==> src/rtl/vote_sweep.sv <==
// vote_sweep: N-input minority/majority voter with a built-in exhaustive sweep.
// A sweep walks every N-bit vector from 0 to 2^N-1, emits one vote per cycle
// and tallies how many vectors voted 1. In IDLE a single external vector can
// be evaluated instead, with one cycle of latency.
//
// state   | meaning
// --------+---------------------------------------------------------------
// S_IDLE  | waiting; start launches a sweep, ext_valid evaluates ext_vec
// S_SWEEP | one vector per cycle, counter 0 .. 2^N-1, tally accumulates
// S_DONE  | single cycle after the last result; done/y_valid fall, then IDLE
module vote_sweep #(
    parameter int N  = 3,
    parameter int CW = N + 1
) (
    input  logic          clk,
    input  logic          rst,
    input  logic          start,
    input  logic          mode,
    input  logic          ext_valid,
    input  logic [N-1:0]  ext_vec,
    output logic          busy,
    output logic          done,
    output logic          y_valid,
    output logic [N-1:0]  vec_out,
    output logic          y_out,
    output logic [CW-1:0] ones_count
);

    // Width of a popcount of N bits and the minority threshold T = (N-1)/2.
    localparam int            PW     = $clog2(N + 1);
    localparam logic [PW-1:0] C_T    = PW'((N - 1) / 2);
    // Counter is one bit wider than a vector so the terminal compare is exact.
    localparam logic [N:0]    C_LAST = {1'b0, {N{1'b1}}};
    localparam logic [N:0]    C_ONE  = {{N{1'b0}}, 1'b1};

    generate
        if (N < 3 || N > 15 || (N % 2) == 0) begin : g_bad_n
            $error("vote_sweep: N must be odd and within 3..15");
        end
        if (CW < N + 1) begin : g_bad_cw
            $error("vote_sweep: CW must be at least N+1 to hold 2^N");
        end
    endgenerate

    typedef enum logic [1:0] {
        S_IDLE  = 2'd0,
        S_SWEEP = 2'd1,
        S_DONE  = 2'd2
    } state_t;

    state_t         r_state;
    state_t         w_state_nxt;
    logic           w_acc_start;
    logic           w_acc_ext;
    logic           w_last;
    logic           w_y_cnt;
    logic           w_y_ext;

    logic [N:0]     r_cnt;
    logic           r_mode_q;
    logic           r_busy;
    logic           r_done;
    logic           r_y_valid;
    logic [N-1:0]   r_vec_out;
    logic           r_y_out;
    logic [CW-1:0]  r_ones_count;

    // Plain ripple sum of the input bits; synthesis is free to build a tree.
    function automatic logic [PW-1:0] popcount(input logic [N-1:0] v);
        logic [PW-1:0] s;
        s = '0;
        for (int i = 0; i < N; i++) begin
            s = s + PW'(v[i]);
        end
        return s;
    endfunction

    // Minority is popcount <= T; majority is its complement (N odd, no ties).
    function automatic logic vote(input logic [N-1:0] v, input logic maj);
        return (popcount(v) <= C_T) ^ maj;
    endfunction

    // Sweep votes use the mode latched at start; single vectors use live mode.
    always_comb begin
        w_y_cnt = vote(r_cnt[N-1:0], r_mode_q);
        w_y_ext = vote(ext_vec, mode);
    end

    // State register.
    always_ff @(posedge clk) begin
        if (rst) begin
            r_state <= S_IDLE;
        end else begin
            r_state <= w_state_nxt;
        end
    end

    // Next-state logic and request acceptance; start outranks ext_valid.
    always_comb begin
        w_state_nxt = r_state;
        w_acc_start = 1'b0;
        w_acc_ext   = 1'b0;
        w_last      = 1'b0;
        case (r_state)
            S_IDLE: begin
                if (start) begin
                    w_acc_start = 1'b1;
                    w_state_nxt = S_SWEEP;
                end else if (ext_valid) begin
                    w_acc_ext = 1'b1;
                end
            end
            S_SWEEP: begin
                if (r_cnt == C_LAST) begin
                    w_last      = 1'b1;
                    w_state_nxt = S_DONE;
                end
            end
            S_DONE: begin
                w_state_nxt = S_IDLE;
            end
            default: begin
                w_state_nxt = S_IDLE;
            end
        endcase
    end

    // Datapath: counter, tally, result registers and status flags.
    always_ff @(posedge clk) begin
        if (rst) begin
            r_cnt        <= '0;
            r_mode_q     <= 1'b0;
            r_busy       <= 1'b0;
            r_done       <= 1'b0;
            r_y_valid    <= 1'b0;
            r_vec_out    <= '0;
            r_y_out      <= 1'b0;
            r_ones_count <= '0;
        end else begin
            r_y_valid <= 1'b0;
            r_done    <= 1'b0;
            if (w_acc_start) begin
                r_cnt        <= '0;
                r_ones_count <= '0;
                r_mode_q     <= mode;
                r_busy       <= 1'b1;
            end
            if (w_acc_ext) begin
                r_vec_out <= ext_vec;
                r_y_out   <= w_y_ext;
                r_y_valid <= 1'b1;
                r_mode_q  <= mode;
            end
            if (r_state == S_SWEEP) begin
                r_vec_out    <= r_cnt[N-1:0];
                r_y_out      <= w_y_cnt;
                r_y_valid    <= 1'b1;
                r_ones_count <= r_ones_count + CW'(w_y_cnt);
                r_cnt        <= r_cnt + C_ONE;
                if (w_last) begin
                    r_done <= 1'b1;
                    r_busy <= 1'b0;
                end
            end
        end
    end

    // Outputs come straight from registers.
    always_comb begin
        busy       = r_busy;
        done       = r_done;
        y_valid    = r_y_valid;
        vec_out    = r_vec_out;
        y_out      = r_y_out;
        ones_count = r_ones_count;
    end

endmodule
==> config.mk <==
export PLATFORM = sky130hd
export DESIGN_NAME = vote_sweep
export DESIGN_NICKNAME = d
export VERILOG_FILES = /design/src/rtl/vote_sweep.sv
export SDC_FILE = /design/constraint.sdc
export NUM_CORES = 1
export LEC_CHECK = 0
export ABC_CLOCK_PERIOD_IN_PS = 2500
export CORE_MARGIN = 2
export CORE_UTILIZATION = 51
export CTS_BUF_LIST = sky130_fd_sc_hd__clkbuf_8
export DETAILED_ROUTE_END_ITERATION = 8
export GPL_TIMING_DRIVEN = 0
export PLACE_DENSITY = 0.9
export SKIP_CTS_REPAIR_TIMING = 1
export SYNTH_ARGS = -nofsm -noshare
export SYNTH_HDL_FRONTEND = slang
export SYNTH_SLANG_ARGS = --single-unit
==> constraint.sdc <==
create_clock -name clk -period 2.5 [get_ports clk]
set_input_delay 0.25 -clock clk [delete_from_list [all_inputs] [get_ports clk]]
set_output_delay 0.25 -clock clk [all_outputs]
set_load 0.02 [all_outputs]
==> metrics.txt <==
slew at the pin closest to its max-slew limit 0.436 ns; startpoint-to-endpoint class of the critical path reg2reg; Rel. slew slack 71.0%; cell at the root of the clock tree sky130_fd_sc_hd__clkbuf_8; synthesis-to-layout area growth 27.8%; power share of the combinational group 17.9%; ports placed on the boundary 19; outcome finished clean; Routed Antenna Nets 0; vias in the first global route 650; highest fanout seen on the critical path 7; Core Footprint 1670 µm²; DRC violations left 0; shortest clock period the worst path allows after layout 2.21 ns; crit path max-delay cell type sky130_fd_sc_hd__dfxtp_1; most common cell after layout, fill and taps aside sky130_fd_sc_hd__nor2_1; RSZ-0062 raised after global routing no; final clock skew 0.00264 ns; max cap viols 0; Switch Pwr 164 µW; Antenna Cells 0; clk sinks 18; endpoint arrival time on the critical path 2.34 ns; via density per instance 5.87; Critical Path Source Type flip-flop; sum of buffers and inverters on the critical path 0; TritonCTS clock tree built; overall routed net length 1880 µm; Final Cycle Share 88.3%; overflow left after global routing 0; weighted congestion reported at the end of routability-driven placement 0.849; filler cell count 120; cells along the critical path ha_1 > a21oi_1 > xor2_1 > ha_1 > ha_1 > mux2_2 > a22oi_1 > nor2_1; Area contributors post-synth sky130_fd_sc_hd__dfxtp_1, sky130_fd_sc_hd__nor2_1, sky130_fd_sc_hd__ha_1; routed wire length per instance 14.3 µm; Cell Area, Synth 886 µm²; CP delay by family, top adder cells; proportion of total power due to net switching 24.7%; total vias in the final route 775; clock buffer depth 2; count of state elements after synthesis 18; highest attainable clock frequency 453 MHz; Clk Latency, worst-skew pair 0.25 ns; internal power 499 µW; pins over their slew limit 0; final setup violation count 0; Chip Width 45.7 µm; standard-cell row count 15; Slowest Stage Delay on Critical Path 0.44 ns; leakage 0.000465 µW; clock-pin slew of the registers on the worst-case setup and hold paths 0.07 ns; number of levels in the clock H-tree 1; Setup TNS Final 0 ns; die area 2090 µm²; commonest cells after routing, fill and taps aside sky130_fd_sc_hd__nor2_1, sky130_fd_sc_hd__dfxtp_1, sky130_fd_sc_hd__clkdlybuf4s50_1; total of buffers placed on input and output ports 17; clock network fraction of design power 35.2%; die height 45.7 µm; wire length of the first global-routing pass 2850 µm; Seq pwr share 46.9%; net count after synthesis 107; total area of sequential cells 360 µm²; PwrDens 586 nW/µm²; Initial DRT Pass Iterations 4; Yosys top cell area share 40.7%; cell repeated most along the worst path sky130_fd_sc_hd__ha_1; Starting Density 53.0%; CP required 2.63 ns; Distinct cells, synth 29; number of buffers created by CTS 3; HPWL reported at the end of detailed placement 1300 µm; Gate Count Post-Synth 94; Crit. End Element flip-flop; DRT iter0 DRCs 17; Tightest Hold Check Type in2reg; Multi-input gate area 483 µm²; overall fraction of global-route tracks in use 19.0%; fraction of final layout cells sized beyond drive strength 1 16.5%; maximum number of pins on one net before global-route repair 11; sequential-to-total area share from yosys stat 40.7%; worst hold slack across all endpoints 0.282 ns; peak ir drop on the vdd network 0.502 mV; layout net count 129; Yosys warning count 0; syn_area_per_cell 9.42 µm²; cell type with the largest total area after synthesis sky130_fd_sc_hd__dfxtp_1; initial antenna violation count 0; Final Hold Violating Endpoints 0
## worst paths after layout
kind / startpoint / to / slack [ns] / cells after the start
worst max-delay path: r_cnt[2]$_SDFFE_PP0P_ / ones_count[2]$_SDFFE_PP0P_ / 0.29 / 8
worst min-delay path: rst / vec_out[0]$_SDFFE_PP0P_ / 0.28 / 2
worst max register to register: r_cnt[2]$_SDFFE_PP0P_ / ones_count[2]$_SDFFE_PP0P_ / 0.29 / 8
worst min register to register: busy$_SDFF_PP0_ / busy$_SDFF_PP0_ / 0.50 / 2
## stage by stage
step | utilization, % | total power, µW | cells | setup WS, ns | cell area [µm²]
after floorplan | - | 388 | 94 | 0.573 | 886
after global placement | 64.5 | 429 | 128 | 0.425 | 1080
after detailed placement | 64.5 | 434 | 128 | 0.375 | 1080
after CTS | 67.8 | 665 | 132 | 0.307 | 1130
after global routing | 67.8 | 688 | 132 | 0.0824 | 1130
final | 67.8 | 663 | 132 | 0.294 | 1130
## registers in the layout, indices dropped and copies added (netlist names)
signal / flops
busy: 1
y_valid: 1
vec_out: 3
r_cnt: 4
ones_count: 4
y_out: 1
r_mode_q: 1
r_state: 2
done: 1
## Yosys cell counts
cell type and instances:
sky130_fd_sc_hd__dfxtp_1 18, sky130_fd_sc_hd__nand2_1 6, sky130_fd_sc_hd__buf_1 1, sky130_fd_sc_hd__nand3_1 2
sky130_fd_sc_hd__o21a_1 1, sky130_fd_sc_hd__o21bai_2 1, sky130_fd_sc_hd__mux2i_1 1, sky130_fd_sc_hd__nor2_1 19
sky130_fd_sc_hd__nand3b_1 1, sky130_fd_sc_hd__a311oi_1 3, sky130_fd_sc_hd__nor3b_1 1, sky130_fd_sc_hd__nand2b_4 2
sky130_fd_sc_hd__a21o_1 1, sky130_fd_sc_hd__nor2_2 1, sky130_fd_sc_hd__buf_6 2, sky130_fd_sc_hd__nor3_1 3
sky130_fd_sc_hd__xor2_1 2, sky130_fd_sc_hd__a21oi_4 1, sky130_fd_sc_hd__clkbuf_2 1, sky130_fd_sc_hd__inv_2 1
sky130_fd_sc_hd__a22oi_1 7, sky130_fd_sc_hd__ha_1 5, sky130_fd_sc_hd__mux2_4 1, sky130_fd_sc_hd__and2b_1 1
sky130_fd_sc_hd__o21ai_0 2, sky130_fd_sc_hd__a21oi_1 4, sky130_fd_sc_hd__buf_4 1, sky130_fd_sc_hd__nor2b_1 1
sky130_fd_sc_hd__mux2_2 4
## worst reg2reg max path, stage by stage, from the launching register on
cell and delay (ns):
sky130_fd_sc_hd__dfxtp_1 0.44, sky130_fd_sc_hd__ha_1 0.28, sky130_fd_sc_hd__a21oi_1 0.18, sky130_fd_sc_hd__xor2_1 0.24, sky130_fd_sc_hd__ha_1 0.23, sky130_fd_sc_hd__ha_1 0.17, sky130_fd_sc_hd__mux2_2 0.33, sky130_fd_sc_hd__a22oi_1 0.16
sky130_fd_sc_hd__nor2_1 0.05
## cell type report
cell class,instances,area share (%)
clock buffers,4,4.86
repair buffers,17,15.0
inverters,1,0.331
plain buffers,5,3.43
well taps,17,1.88
flip-flops and latches,18,31.8
multi-input cells,70,42.7
## routing by layer
| metal | routed length, µm | GRT usage, % | vias to the layer above |
|---|---|---|---|
| li1 | - | - | 373 |
| met1 | 872 | 25.9 | 382 |
| met2 | 927 | 28.7 | 15 |
| met3 | 53 | 4.76 | 5 |
| met4 | 30 | 7.06 | 0 |
| met5 | 0 | 0 | - |
## logic make-up after synthesis
group	after synthesis	synth area share (%)
simple gates	37	20.5
compound gates	20	17.1
flops	18	40.7
buf+inv	6	4.80
mux	6	7.91
fa+ha+maj	5	7.06
xor+xnor	2	1.98
## power groups by stage
| stage | clock network (µW) | registers [µW] | logic, µW |
|---|---|---|---|
| 3_3_place_gp | 0 | 316 | 113 |
| 4_1_cts | 236 | 311 | 118 |
| 3_5_place_dp | 0 | 317 | 116 |
| 5_1_grt | 249 | 313 | 126 |
| 2_1_floorplan | 0 | 329 | 58.7 |
| 6_report | 234 | 311 | 119 |
Power figures use the tool's default switching activity.
